--- src/rtl/neuron_accumulator.sv ---
// neuron_accumulator
//   Forms one neuron's pre-activation sum: bias plus N_INPUTS products of
//   unsigned activations and signed weights, saturated to ACC_W-bit signed.
//   Feeds the sigmoid stage; ovf flags that clamping happened at least once.
//
// Ports
//   clk, rst        clock, synchronous active-high reset
//   start, bias     begin a neuron (sampled in IDLE only), initial acc value
//   in_valid/ready  activation/weight beat handshake (in_data, in_weight)
//   sum_out, ovf    saturated sum and sticky saturation flag
//   out_valid/ready result handshake
//   busy            high whenever not IDLE
module neuron_accumulator #(
  parameter int N_INPUTS = 16,
  parameter int DW       = 8,
  parameter int WW       = 8,
  parameter int ACC_W    = 22
) (
  input  logic                    clk,
  input  logic                    rst,
  input  logic                    start,
  input  logic signed [ACC_W-1:0] bias,
  input  logic                    in_valid,
  input  logic        [DW-1:0]    in_data,
  input  logic signed [WW-1:0]    in_weight,
  output logic                    in_ready,
  output logic signed [ACC_W-1:0] sum_out,
  output logic                    ovf,
  output logic                    out_valid,
  input  logic                    out_ready,
  output logic                    busy
);

  localparam int PW    = DW + WW + 1;
  localparam int CNT_W = $clog2(N_INPUTS + 1);
  localparam logic [CNT_W-1:0]        N_CNT   = CNT_W'(N_INPUTS);
  localparam logic signed [ACC_W-1:0] ACC_MAX = {1'b0, {(ACC_W-1){1'b1}}};
  localparam logic signed [ACC_W-1:0] ACC_MIN = {1'b1, {(ACC_W-1){1'b0}}};

  typedef enum logic [1:0] {IDLE, ACCUM, DONE} state_t;

  state_t                    state_q, state_d;
  logic [CNT_W-1:0]          cnt_p1;
  logic                      vld_p1;
  logic signed [PW-1:0]      prod_p1;
  logic signed [PW-1:0]      prod_d;
  logic signed [ACC_W-1:0]   acc_p2;
  logic                      ovf_p2;
  logic signed [ACC_W:0]     sum_x;
  logic                      beat;

  // The sum is one bit wider than the accumulator, so it cannot wrap.
  function automatic logic signed [ACC_W-1:0] sat_acc(input logic signed [ACC_W:0] s);
    logic signed [ACC_W:0] hi;
    logic signed [ACC_W:0] lo;
    hi = {ACC_MAX[ACC_W-1], ACC_MAX};
    lo = {ACC_MIN[ACC_W-1], ACC_MIN};
    if (s > hi)      sat_acc = ACC_MAX;
    else if (s < lo) sat_acc = ACC_MIN;
    else             sat_acc = s[ACC_W-1:0];
  endfunction

  function automatic logic is_sat(input logic signed [ACC_W:0] s);
    is_sat = (s[ACC_W] != s[ACC_W-1]);
  endfunction

  assign in_ready  = (state_q == ACCUM) && (cnt_p1 < N_CNT);
  assign beat      = in_valid && in_ready;
  assign out_valid = (state_q == DONE);
  assign busy      = (state_q != IDLE);
  assign sum_out   = acc_p2;
  assign ovf       = ovf_p2;

  // Activation is zero-extended so it multiplies as a non-negative value.
  assign prod_d = $signed({1'b0, in_data}) * $signed(in_weight);
  assign sum_x  = $signed({acc_p2[ACC_W-1], acc_p2})
                + $signed({{(ACC_W+1-PW){prod_p1[PW-1]}}, prod_p1});

  always_comb begin
    state_d = state_q;
    case (state_q)
      IDLE:    if (start) state_d = ACCUM;
      // Leave only after the last product has been folded into acc.
      ACCUM:   if ((cnt_p1 == N_CNT) && !vld_p1) state_d = DONE;
      DONE:    if (out_ready) state_d = IDLE;
      default: state_d = IDLE;
    endcase
  end

  // Stage 1: product register (data only, qualified by vld_p1)
  always_ff @(posedge clk) begin
    if (beat) prod_p1 <= prod_d;
  end

  // Stage 2: accumulate with per-addition saturation
  always_ff @(posedge clk) begin
    if (rst) begin
      state_q <= IDLE;
      cnt_p1  <= '0;
      vld_p1  <= 1'b0;
      acc_p2  <= '0;
      ovf_p2  <= 1'b0;
    end else begin
      state_q <= state_d;
      if (state_q == IDLE) begin
        if (start) begin
          acc_p2 <= bias;
          cnt_p1 <= '0;
          ovf_p2 <= 1'b0;
          vld_p1 <= 1'b0;
        end
      end else if (state_q == ACCUM) begin
        vld_p1 <= beat;
        if (beat) cnt_p1 <= cnt_p1 + 1'b1;
        if (vld_p1) begin
          acc_p2 <= sat_acc(sum_x);
          if (is_sat(sum_x)) ovf_p2 <= 1'b1;
        end
      end
    end
  end

endmodule
--- config.mk ---
export PLATFORM = sky130hd
export DESIGN_NAME = neuron_accumulator
export DESIGN_NICKNAME = d
export VERILOG_FILES = /design/src/rtl/neuron_accumulator.sv
export SDC_FILE = /design/constraint.sdc
export NUM_CORES = 1
export LEC_CHECK = 0
export BUFFER_PORTS_ARGS = -buffer_cell sky130_fd_sc_hd__buf_2
export CORE_ASPECT_RATIO = 0.75
export CORE_MARGIN = 10
export CORE_UTILIZATION = 60
export DETAILED_ROUTE_END_ITERATION = 10
export GPL_TIMING_DRIVEN = 0
export PLACE_DENSITY = 0.82
export SYNTH_ARGS = -nofsm -noshare
export SYNTH_HDL_FRONTEND = slang
export SYNTH_SLANG_ARGS = --single-unit
export TNS_END_PERCENT = 20
--- constraint.sdc ---
create_clock -name clk -period 9.53 [get_ports clk]
set_input_delay 2.3825 -clock clk [delete_from_list [all_inputs] [get_ports clk]]
set_output_delay 2.3825 -clock clk [all_outputs]
set_load 0.02 [all_outputs]
# Yosys cells after proc, flatten, opt, wreduce, memory -nomap -nowiden

Cells that the tools add are included.

Register bits after elaboration: 48
Output and inout bits: 26

Add/subtract/negate cells: 2
Multipliers: 1
$lt $le $gt $ge: 3
Equal/unequal tests: 7
Multiplexer cells: 21
Reductions and logical operators: 15

Operators with widths:

| kind                                                                              | number |
|---|---|
| 22-bit two-way mux                                                                | 6 |
| 22-bit by 17-bit adder with 23-bit output                                         | 1 |
| 23-bit by 22-bit greater-than comparator with 1-bit output, second input constant | 1 |
| 23-bit by 22-bit less-than comparator with 1-bit output, second input constant    | 1 |
| 5-bit two-way mux                                                                 | 4 |
| 9-bit by 8-bit multiplier with 17-bit output                                      | 1 |
| 2-bit nonzero test                                                                | 5 |
| 3-bit AND reduction                                                               | 3 |
| 1-bit two-way mux                                                                 | 7 |
| 2-bit two-way mux                                                                 | 3 |
| 2-bit case mux with 3 select lines                                                | 1 |
| 5-bit by 1-bit adder with 5-bit output, second input constant                     | 1 |
| 5-bit equality test, second input constant                                        | 1 |
| 5-bit less-than comparator, second input constant                                 | 1 |
| 2-bit by 1-bit inequality test with 1-bit output, second input constant           | 2 |
| 4-bit AND reduction                                                               | 1 |
| 1-bit logical AND                                                                 | 3 |
| 2-bit by 1-bit equality test with 1-bit output, second input constant             | 1 |
| 2-bit equality test, second input constant                                        | 1 |
| 2-bit logical NOT                                                                 | 1 |
| 2-bit inequality test, second input constant                                      | 1 |
| 2-bit AND reduction                                                               | 1 |
| 1-bit logical NOT                                                                 | 1 |
| 1-bit inequality test                                                             | 1 |

# Logic depth before layout (Yosys ltp)

Gate-level depths: netlist (run 1).

Word-level depth: 7
Gate-level depth with buffers: 20
Gate-level depth less buffers: 20

# Worst setup path after synthesis (run 1)

OpenSTA, ideal clock, no wires.

Path type: input port to flip-flop
Start: in in_weight[4]
End: reg prod_p1[16] (data pin)
Library setup time: 0.266 ns
Arrival time: 6.358 ns
Setup slack: 2.906 ns
Stages: 18
Cells stage by stage: and2_1 fa_1 fa_1 inv_1 fa_1 fa_1 inv_1 ha_1 a21o_1 a21oi_1 o21bai_1 a21oi_1 nor2b_1 o21a_1 nor3_1 nor2_1 o41ai_1 xnor2_1

Cells in the longest elaborated chain, start to end: 1

Ends and longest elaborated chain:

| what                                         | line | source |
|---|---|---|
| start: declaration                           | 25   | `input logic signed [WW-1:0] in_weight,` |
| 9-bit by 8-bit multiplier with 17-bit output | 75   | `assign prod_d = $signed({1'b0, in_data}) * $signed(in_weight);` |
| net prod_d[16]                               | 46   | `logic signed [PW-1:0] prod_d;` |
| end signal: assignment                       | 92   | `if (beat) prod_p1 <= prod_d;` |
| end: declaration                             | 45   | `logic signed [PW-1:0] prod_p1;` |

The timed path passes the listed nets, and every way through them passes these cells.
A chain may end at the register's enable or synchronous reset.

# Final worst setup path (run 1)

Ends and elaborated chain as after synthesis.

==> run summary, run 1 <==
ys async rst share - 0%
final wirelength - 15.1 mm
maximum clock path buffer count - 2
count leader, synth - ha_1
GP Congestion - 0.937
Final Critical Period - 6870 ps
GRT overflow - 0
chip height - 104 um
PwrDens - 215 nW/um^2
unrepaired setup endpoints after global routing - false
Initial Util - 61.6%
final core occ - 69.1%
layout cells sized above 1 - 16.3%
diode count - 0
core area - 9080 um^2
fillers - 759
YS warnings - 0
Post-CTS Hold Fix Bufs - 0
Clk Latency, worst-skew pair - 290 ps
global-route usage over all layers - 21.3%
Fmax - 146 MHz
Die Area - 13600 um^2
Post-DP HPWL - 12.7 mm
DR WL/cell - 17.9 um
Critical Path RT - 9560 ps
Mean Syn Cell Area - 8.73 um^2
pin count of the biggest net entering global routing - 20
Initial DRC Count - 456
clock sinks - 48
total number of vias - 5016
total negative setup slack - 0 ps
# IOs - 69
most common library cells after synthesis - ha_1 (69), inv_1 (66), nor2_1 (48)
root buffer cell - clkbuf_16
# DRC - 0
Worst-path clk slew - 70 ps
kind of critical path - primary input to flop
Max Cap Viol - 0
hold crit path type - flop to flop
Compound-Gate Fraction of Synth Area - 19.5%
critical path endpoint category - flop
Cells after Synth - 641
Max IR drop VDD - 104 uV
initial antenna violation count - 0
hold violation total from the final report - 0
nets@finish - 865
Pleak - 0.00295 uW
slew margin rel. - 48.5%
Mapped Area - 5600 um^2
CTS tree - yes
Yosys cell types - 61
Synth area leader - ha_1
status - finished clean
number of synthesized flops with an enable pin - 17
CTS resizes - 0
Post-Synth Adder-Cell Area - 29.0%
crit path max fanout - 8
Setup crit start kind - primary input
syn nets - 791
Max Slew Vio Count - 0
# setup viols final - 0
cell row count - 30
Area contributors post-synth - ha_1 (15%), fa_1 (14%), dfxtp_1 (11%), edfxtp_1 (9.1%), and2_1 (5.3%)
clock skew - 6.17 ps
Synth Register Bits - 48
Least-Margin Pin Slew - 771 ps
Main synth FF type - dfxtp_1
Pre-antenna DRT Iters - 5
PortBufs - 67
top-area cell type share of the netlist area - 15.4%
vias in the first global route - 4965
period utilisation layout - 72.0%
H-tree Lvls - 2
post-synthesis sequential area ratio - 20.2%
mux cell area share after synthesis - 0.358%
CTS Buf Count - 5
global-route wire length before repair - 24.3 mm
via/cell ratio - 5.94
CP arrival - 6900 ps
Antenna Nets Post-Route - 0
die width - 132 um
post-synthesis xor/xnor area fraction - 4.67%
Post-Synth Simple-Gate Area - 19.8%
Post-CTS Setup Inserts - 0
Synth-to-Final Area Change - 12.1%
largest family of logic cells by synthesized area - adder cells
-- metal layers --
| layer | GRT usage (%) | vias to the layer above | wire length [um] |
|---|---|---|---|
| met3 | 5.02 | 22 | 1270 |
| met2 | 33.8 | 193 | 6830 |
| li1 | - | 2393 | - |
| met4 | 3.57 | 0 | 170 |
| met5 | 0 | - | 0 |
| met1 | 29.2 | 2408 | 6820 |
-- registers in the layout (all words and copies together) (netlist names) --
name     count
cnt_p1       5
state_q      2
vld_p1       1
prod_p1     17
ovf          1
sum_out     22
-- layout make-up --
| class | instances | area, um^2 | share of cell area [%] |
|---|---|---|---|
| Multi-Input combinational cell | 505 | 4110 | 65.4 |
| Sequential cell | 48 | 1130 | 18.0 |
| Timing Repair Buffer | 67 | 335 | 5.34 |
| Inverter | 67 | 251 | 4.01 |
| Tap cell | 128 | 160 | 2.55 |
| Clock buffer | 7 | 154 | 2.45 |
| Buffer | 21 | 108 | 1.71 |
| Clock inverter | 1 | 30.0 | 0.478 |
-- worst max-delay path, stage by stage --
cell and delay (ps):
buf_2 150, and2_1 190, fa_1 450, fa_1 540, inv_1 50, fa_1 460, fa_1 540, inv_1 40
ha_1 320, a21o_1 190, a21oi_1 250, o21bai_1 130, a21oi_1 250, nor2b_1 80, o21a_1 180, nor3_1 130
nor2_1 90, o41ai_1 380, xnor2_1 110
-- cell usage in the layout, fill, tap and decap left out, types with 7 or more instances in the layout --
master / instances
o21ai_0: 32
fa_1: 38
a21oi_1: 37
a22oi_1: 8
nor2_1: 48
xor2_1: 8
edfxtp_1: 17
xnor2_1: 20
nand4_1: 8
ha_1: 69
o21ai_2: 20
inv_1: 66
dfxtp_1: 31
o21ai_1: 7
nor2b_1: 8
buf_2: 72
a21o_1: 9
nor3_1: 23
nand3_1: 7
clkbuf_1: 14
nand2_1: 34
and2_1: 47
-- metrics by stage --
| stage | hold slack, ps | area [um^2] | total power (uW) | setup WS, ps | cells |
|---|---|---|---|---|---|
| finish | 510 | 6280 | 1350 | 2660 | 844 |
| global route | 532 | 6280 | 1460 | 2410 | 844 |
| CTS | 508 | 6280 | 1340 | 2670 | 844 |
| detailed placement | 498 | 6090 | 1120 | 2370 | 836 |
| global placement | 488 | 6090 | 1090 | 2520 | 836 |
| floorplan | 457 | 5600 | 910 | 2910 | 641 |
-- worst paths after layout --
kind / startpoint / endpoint / slack, ps / cells after the start
hold / removal: cnt_p1[1]$_SDFFE_PP0P_ / cnt_p1[1]$_SDFFE_PP0P_ / 510 / 2
setup / recovery: in_weight[4] / prod_p1[16]$_DFFE_PP_ / 2660 / 19
hold reg to reg: cnt_p1[1]$_SDFFE_PP0P_ / cnt_p1[1]$_SDFFE_PP0P_ / 510 / 2
setup reg to reg: prod_p1[16]$_DFFE_PP_ / sum_out[10]$_SDFFE_PP0P_ / 5800 / 14
-- power by group --
group          switching [uW]  total (uW)  leakage (uW)  internal [uW]
registers                35.5         304      0.000413            269
clock network            82.1         222     0.0000893            140
logic                     494         821       0.00245            327
-- kinds of logic (layout without fill, tap and decap cells) --
logic type	Yosys count	count (layout)
AND/OR/NAND/NOR	208	208
XOR/XNOR	29	29
AO/OA/AOI/OAI	159	159
multiplexers	2	2
adder cells (fa/ha/maj)	107	107
flip-flops	48	48
buffers and inverters	88	163
No activity file was read; power rests on OpenSTA's default activity.
==> inputs of run 2 (changes only) <==
--- a/config.mk
+++ b/config.mk
@@ -8,10 +8,10 @@
 export BUFFER_PORTS_ARGS = -buffer_cell sky130_fd_sc_hd__buf_2
 export CORE_ASPECT_RATIO = 0.75
 export CORE_MARGIN = 10
-export CORE_UTILIZATION = 60
+export CORE_UTILIZATION = 54
 export DETAILED_ROUTE_END_ITERATION = 10
 export GPL_TIMING_DRIVEN = 0
-export PLACE_DENSITY = 0.82
+export PLACE_DENSITY = 0.78
 export SYNTH_ARGS = -nofsm -noshare
 export SYNTH_HDL_FRONTEND = slang
 export SYNTH_SLANG_ARGS = --single-unit
==> constraint.sdc (replaced) <==
create_clock -name clk -period 6.2 [get_ports clk]
set_input_delay 1.55 -clock clk [delete_from_list [all_inputs] [get_ports clk]]
set_output_delay 1.55 -clock clk [all_outputs]
set_load 0.02 [all_outputs]
==> run 2 against run 1 <==
Net effect: sequential power is 54% higher; worst setup slack worse by 2400 ps; final area hardly changed; wire length is 2.2% higher; register-to-register slack worse by 3300 ps; die area is 9.2% higher; count of clock-buffer cells in the layout stayed put; critical endpoint unchanged; largest power group unchanged; highest routed layer unchanged.
==> run summary, run 2 (same netlist as run 1, synthesis figures left out) <==
status - finished clean (unchanged)
Synth-to-Final Area Change - 12.1% (about the same)
Setup crit start kind - primary input (unchanged)
clock sinks - 48 (unchanged)
pre-CTS setup slack - -161 ps (was 2370 ps)
kind of critical path - primary input to flop (unchanged)
Max Slew Vio Count - 0 (unchanged)
vias in the first global route - 4916 (was 4965)
CP max stage delay - 560 ps (was 540 ps)
global-route usage over all layers - 20.4% (was 21.3%)
Clk Latency, worst-skew pair - 290 ps (about the same)
commonest non-fill, non-tap cells in the layout - buf_2 (72), ha_1 (69), inv_1 (66) (unchanged)
Least-Margin Pin Slew - 746 ps (was 771 ps)
core area - 10200 um^2 (was 9080 um^2)
GRT overflow - 0 (unchanged)
diode count - 0 (unchanged)
Largest register FFs - 22 (unchanged)
Initial Util - 54.8% (was 61.6%)
# setup viols final - 0 (unchanged)
reg2reg setup slack - 2500 ps (was 5800 ps)
design area - 6270 um^2 (was 6280 um^2)
nets@finish - 865 (unchanged)
CTS tree - yes (unchanged)
Pre-antenna DRT Iters - 5 (unchanged)
Pleak - 0.00295 uW (about the same)
hold crit path type - flop to flop (unchanged)
# DRC - 0 (unchanged)
Antenna Nets Post-Route - 0 (unchanged)
critical path endpoint category - flop (unchanged)
global-route wire length before repair - 24.6 mm (was 24.3 mm)
Fmax - 170 MHz
commonest non-fill, non-tap cell in the layout - buf_2 (unchanged)
Worst-path clk slew - 70 ps (about the same)
initial antenna violation count - 0 (unchanged)
Die Area - 14900 um^2 (was 13600 um^2)
cell row count - 32 (was 30)
Initial DRC Count - 379 (was 456)
Max Cap Viol - 0 (unchanged)
pin count of the biggest net entering global routing - 20 (unchanged)
die width - 138 um (was 132 um)
CTS Buf Count - 5 (unchanged)
crit path max-delay cell type - fa_1 (unchanged)
period utilisation layout - 95.1%
GP Congestion - 1.00 (was 0.937)
slew margin rel. - 50.2% (was 48.5%)
chip height - 108 um (was 104 um)
PortBufs - 67 (unchanged)
Post-DP HPWL - 12.9 mm (was 12.7 mm)
root buffer cell - clkbuf_16 (unchanged)
# IOs - 69 (unchanged)
Final Critical Period - 5890 ps
maximum clock path buffer count - 2 (unchanged)
CP Cell Sequence - buf_2, and2_1, fa_1, fa_1, inv_1, fa_1, fa_1, inv_1, ha_1, a21o_1, a21oi_2, o21bai_1, a21oi_1, nor2b_1, o21a_1, nor3_1, nor2_1, o41ai_2, xnor2_1 (was buf_2, and2_1, fa_1, fa_1, inv_1, fa_1, fa_1, inv_1, ha_1, a21o_1, a21oi_1, o21bai_1, a21oi_1, nor2b_1, o21a_1, nor3_1, nor2_1, o41ai_1, xnor2_1)
CP arrival - 5930 ps (was 6900 ps)
Final Worst Setup Slack - 306 ps (was 2660 ps)
hold violation total from the final report - 0 (unchanged)
Post-Place Cell Area - 6100 um^2 (was 6090 um^2)
fillers - 896 (was 759)
final wirelength - 15.4 mm (was 15.1 mm)
total power - 2040 uW (was 1350 uW)
final core occ - 61.4% (was 69.1%)
Top delay family on crit path - adder cells (unchanged)
crit path max fanout - 8 (unchanged)
Post-CTS Hold Fix Bufs - 0 (unchanged)
Max IR drop VDD - 133 uV (was 104 uV)
H-tree Lvls - 2 (unchanged)
clock skew - 6.19 ps (was 6.17 ps)
CP bufs+invs - 3 (unchanged)
cell mode on critical path - fa_1 (unchanged)
total negative setup slack - 0 ps (unchanged)
DR WL/cell - 18.1 um (was 17.9 um)
Critical Path RT - 6240 ps (was 9560 ps)
layout cells sized above 1 - 16.6% (was 16.3%)
unrepaired setup endpoints after global routing - false (unchanged)
via/cell ratio - 5.90 (was 5.94)
total number of vias - 5029 (was 5016)
PwrDens - 326 nW/um^2 (was 215 nW/um^2)
-- run 2: cell type report --
cell class	count	area, um^2	area share (%)
buffer	21	108	1.72
clock buffer	7	154	2.45
clock inverter	1	5.00	0.0798
inverter	67	251	4.01
multi-input combinational	505	4120	65.6
sequential	48	1130	18.0
tap	136	170	2.71
timing repair buffer	67	335	5.35
-- run 2: power by group --
part	switching [uW]	total [uW]	internal (uW)	leakage (uW)
clock network	122	296	174	0.0000790
registers	54.1	467	413	0.000413
logic	773	1280	508	0.00246
-- run 2: per-stage QoR --
stage	cells	hold slack [ps]
final	852	507
after detailed placement	844	494
after CTS	852	510
after floorplan	641	457
after global routing	852	539
after global placement	844	483
-- run 2: layer usage --
layer  wire length (um)  GRT usage, %  up-vias
li1                   -             -     2376
met2               7210          33.7      181
met1               6860          27.1     2455
met3               1150          4.22       17
met5                  0             0        -
met4                204          4.05        0
-- run 2: worst paths after layout --
check / to / from / cells past startpoint
setup / recovery: prod_p1[16]$_DFFE_PP_ / in_weight[4] / 19
hold / removal: sum_out[21]$_SDFFE_PP0P_ / sum_out[21]$_SDFFE_PP0P_ / 2
hold reg to reg: sum_out[21]$_SDFFE_PP0P_ / sum_out[21]$_SDFFE_PP0P_ / 2
setup reg to reg: sum_out[4]$_SDFFE_PP0P_ / prod_p1[16]$_DFFE_PP_ / 14
-- run 2: worst min-delay path: stages, from the launching register on --
cell and delay [ps]:
dfxtp_1 320, nor2_1 100, nor3_1 50
-- run 2: timing repair --
action                                  CTS  global route
endpoints found under the setup margin    0             1
gates resized for setup                   0             2
endpoints found under the hold margin     0             0
buffers inserted                          0             0
==> inputs of run 3 (changes only) <==
--- a/config.mk
+++ b/config.mk
@@ -8,10 +8,11 @@
 export BUFFER_PORTS_ARGS = -buffer_cell sky130_fd_sc_hd__buf_2
 export CORE_ASPECT_RATIO = 0.75
 export CORE_MARGIN = 10
-export CORE_UTILIZATION = 54
+export CORE_UTILIZATION = 60
+export CTS_BUF_LIST = sky130_fd_sc_hd__clkbuf_4
 export DETAILED_ROUTE_END_ITERATION = 10
 export GPL_TIMING_DRIVEN = 0
-export PLACE_DENSITY = 0.78
+export PLACE_DENSITY = 0.82
 export SYNTH_ARGS = -nofsm -noshare
 export SYNTH_HDL_FRONTEND = slang
 export SYNTH_SLANG_ARGS = --single-unit
==> constraint.sdc (replaced) <==
create_clock -name clk -period 5.45 [get_ports clk]
set_input_delay 1.3625 -clock clk [delete_from_list [all_inputs] [get_ports clk]]
set_output_delay 1.3625 -clock clk [all_outputs]
set_load 0.02 [all_outputs]
==> run 3 against run 2 <==
Net effect: clock power decreased by 36%; worst setup slack worse by 230 ps; sequential share of layout area decreased by 0.30 points; combinational power up 22%; critical path type unchanged; critical path depth rose by 1; critical endpoint unchanged; cell count is 0.35% lower; clock skew is 13 ps higher; final area up 1.7%; flip-flop and latch count is the same; die area is 8.4% lower; via count up 0.14%.
==> run summary, run 3 (same netlist as run 1, synthesis figures left out) <==
# IOs - 69 (unchanged)
die width - 132 um (was 138 um)
reg2reg setup slack - 1680 ps (was 2500 ps)
status - finished clean (unchanged)
pin count of the biggest net entering global routing - 20 (unchanged)
worst flop-to-flop path startpoint - sum_out[0]$_SDFFE_PP0P_ (was prod_p1[16]$_DFFE_PP_)
Initial Util - 61.6% (was 54.8%)
area of the multi-input gates - 4250 um^2 (was 4120 um^2)
end of the worst register-to-register path - sum_out[2]$_SDFFE_PP0P_ (was sum_out[4]$_SDFFE_PP0P_)
Final Worst Setup Slack - 77.2 ps (was 306 ps)
clock power share - 8.3% (was 14.5%)
kind of critical path - primary input to flop (unchanged)
GP Congestion - 0.959 (was 1.00)
Die Area - 13600 um^2 (was 14900 um^2)
total power - 2280 uW (was 2040 uW)
CP bufs+invs - 4 (was 3)
initial antenna violation count - 0 (unchanged)
slew margin rel. - 51.2% (was 50.2%)
PwrDens - 358 nW/um^2 (was 326 nW/um^2)
final wirelength - 15.6 mm (was 15.4 mm)
Max IR drop VDD - 137 uV (was 133 uV)
crit path max-delay cell type - fa_1 (unchanged)
clock skew - 19.2 ps (was 6.19 ps)
clock sinks - 48 (unchanged)
H-tree Lvls - 2 (unchanged)
CTS tree - yes (unchanged)
crit path from - in_weight[4] (unchanged)
Antenna Nets Post-Route - 0 (unchanged)
pre-CTS setup slack - -549 ps (was -161 ps)
maximum clock path buffer count - 2 (unchanged)
critical path endpoint category - flop (unchanged)
Synth-to-Final Area Change - 14.0% (was 12.1%)
placed cell count - 836 (was 844)
diode count - 0 (unchanged)
commonest non-fill, non-tap cells in the layout - buf_2 (61), ha_1 (61), inv_1 (60) (was buf_2 (72), ha_1 (69), inv_1 (66))
core area - 9080 um^2 (was 10200 um^2)
Psw - 1100 uW (was 949 uW)
Reg area - 1130 um^2 (unchanged)
total number of vias - 5036 (was 5029)
CTS Buf Count - 5 (unchanged)
cell row count - 30 (was 32)
sequential power share - 23.3% (was 22.9%)
Critical Path RT - 5600 ps (was 6240 ps)
Pleak - 0.00294 uW (was 0.00295 uW)
hold violation total from the final report - 0 (unchanged)
global-route wire length before repair - 24.8 mm (was 24.6 mm)
via/cell ratio - 5.93 (was 5.90)
fillers - 736 (was 896)
Setup crit start kind - primary input (unchanged)
root buffer cell - clkbuf_4 (was clkbuf_16)
vias in the first global route - 4975 (was 4916)
crit path max fanout - 8 (unchanged)
Int Power - 1180 uW (was 1090 uW)
Fmax - 186 MHz
Max Cap Viol - 0 (unchanged)
Non-Filler Instances - 849 (was 852)
Worst-path clk slew - 150 ps (was 70 ps)
# DRC - 0 (unchanged)
Pre-antenna DRT Iters - 5 (unchanged)
PortBufs - 67 (unchanged)
Post-DP HPWL - 12.5 mm (was 12.9 mm)
Post-CTS Hold Fix Bufs - 0 (unchanged)
hold crit path type - flop to flop (unchanged)
# setup viols final - 0 (unchanged)
total negative setup slack - 0 ps (unchanged)
period utilisation layout - 98.6%
Top delay family on crit path - adder cells (unchanged)
global-route usage over all layers - 21.9% (was 20.4%)
Initial DRC Count - 400 (was 379)
CP arrival - 5530 ps (was 5930 ps)
Max Slew Vio Count - 0 (unchanged)
layout cells sized above 1 - 21.8% (was 16.6%)
Clk Latency, worst-skew pair - 400 ps (was 290 ps)
final core occ - 70.2% (was 61.4%)
R2R cell count - 14 (unchanged)
CP max stage delay - 540 ps (was 560 ps)
GRT overflow - 0 (unchanged)
Gate power share - 68.4% (was 62.7%)
sw frac - 48.2% (was 46.4%)
CP Cell Sequence - clkbuf_4, nand2_1, fa_2, fa_1, inv_1, ha_1, inv_1, fa_1, inv_2, fa_2, a21o_1, a21oi_4, o21bai_1, a21oi_2, nor2b_1, o21a_1, nor3_2, nor2_2, o41ai_2, xnor2_1 (was buf_2, and2_1, fa_1, fa_1, inv_1, fa_1, fa_1, inv_1, ha_1, a21o_1, a21oi_2, o21bai_1, a21oi_1, nor2b_1, o21a_1, nor3_1, nor2_1, o41ai_2, xnor2_1)
DR WL/cell - 18.3 um (was 18.1 um)
Least-Margin Pin Slew - 732 ps (was 746 ps)
Largest register FFs - 22 (unchanged)
Hold Startpoint - vld_p1$_SDFFE_PP0P_ (was sum_out[21]$_SDFFE_PP0P_)
chip height - 104 um (was 108 um)
nets@finish - 870 (was 865)
hold depth - 2 (unchanged)
hold worst-path end - vld_p1$_SDFFE_PP0P_ (was sum_out[21]$_SDFFE_PP0P_)
Final Critical Period - 5370 ps
==> run 3: layer usage <==
metal / GRT usage [%] / share of wire (%)
met3: 4.54 / 7.8
met2: 34.8 / 47
met4: 4.60 / 0.98
met5: 0 / 0
met1: 29.8 / 44
==> run 3: worst max-delay path by stage <==
stage	slack, ps	to	depth (start not counted)
4_1_cts	0.2	prod_p1[16]$_DFFE_PP_	20
2_1_floorplan	30	prod_p1[16]$_DFFE_PP_	18
6_report	80	prod_p1[16]$_DFFE_PP_	20
3_5_place_dp	-550	prod_p1[16]$_DFFE_PP_	20
5_1_grt	-70	prod_p1[16]$_DFFE_PP_	21
3_3_place_gp	-430	prod_p1[16]$_DFFE_PP_	19
==> run 3: layout make-up <==
class / count / share of cell area [%]
clock inverter: 1 / 0.0785
multi-input combinational: 505 / 66.7
clock buffer: 7 / 0.824
inverter: 67 / 4.00
timing repair buffer: 72 / 6.45
tap: 128 / 2.51
buffer: 21 / 1.69
sequential: 48 / 17.7
==> run 3: tightest hold or removal path, stage by stage, from the launching register on <==
cell and delay (ps):
dfxtp_1 360, nand2_1 60, a21oi_1 50
==> run 3: metrics by stage <==
stage                     instance area, um^2  hold slack, ps
after floorplan                          5640             457
after global placement                   6130             480
after detailed placement                 6130             487
after CTS                                6200             506
after global routing                     6380             543
final                                    6380             503
==> run 3: timing repair <==
item / CTS / global route
pin swaps: 1 / 30
setup buffers: 0 / 6
gates resized for setup: 3 / 48
endpoints found under the setup margin: 2 / 3
==> run 3: power by group through the flow <==
stage	combinational [uW]	clock (uW)	sequential, uW
2_1_floorplan	1060	0	554
3_3_place_gp	1400	0	535
3_5_place_dp	1440	0	538
4_1_cts	1470	190	530
5_1_grt	1730	204	535
6_report	1560	189	533
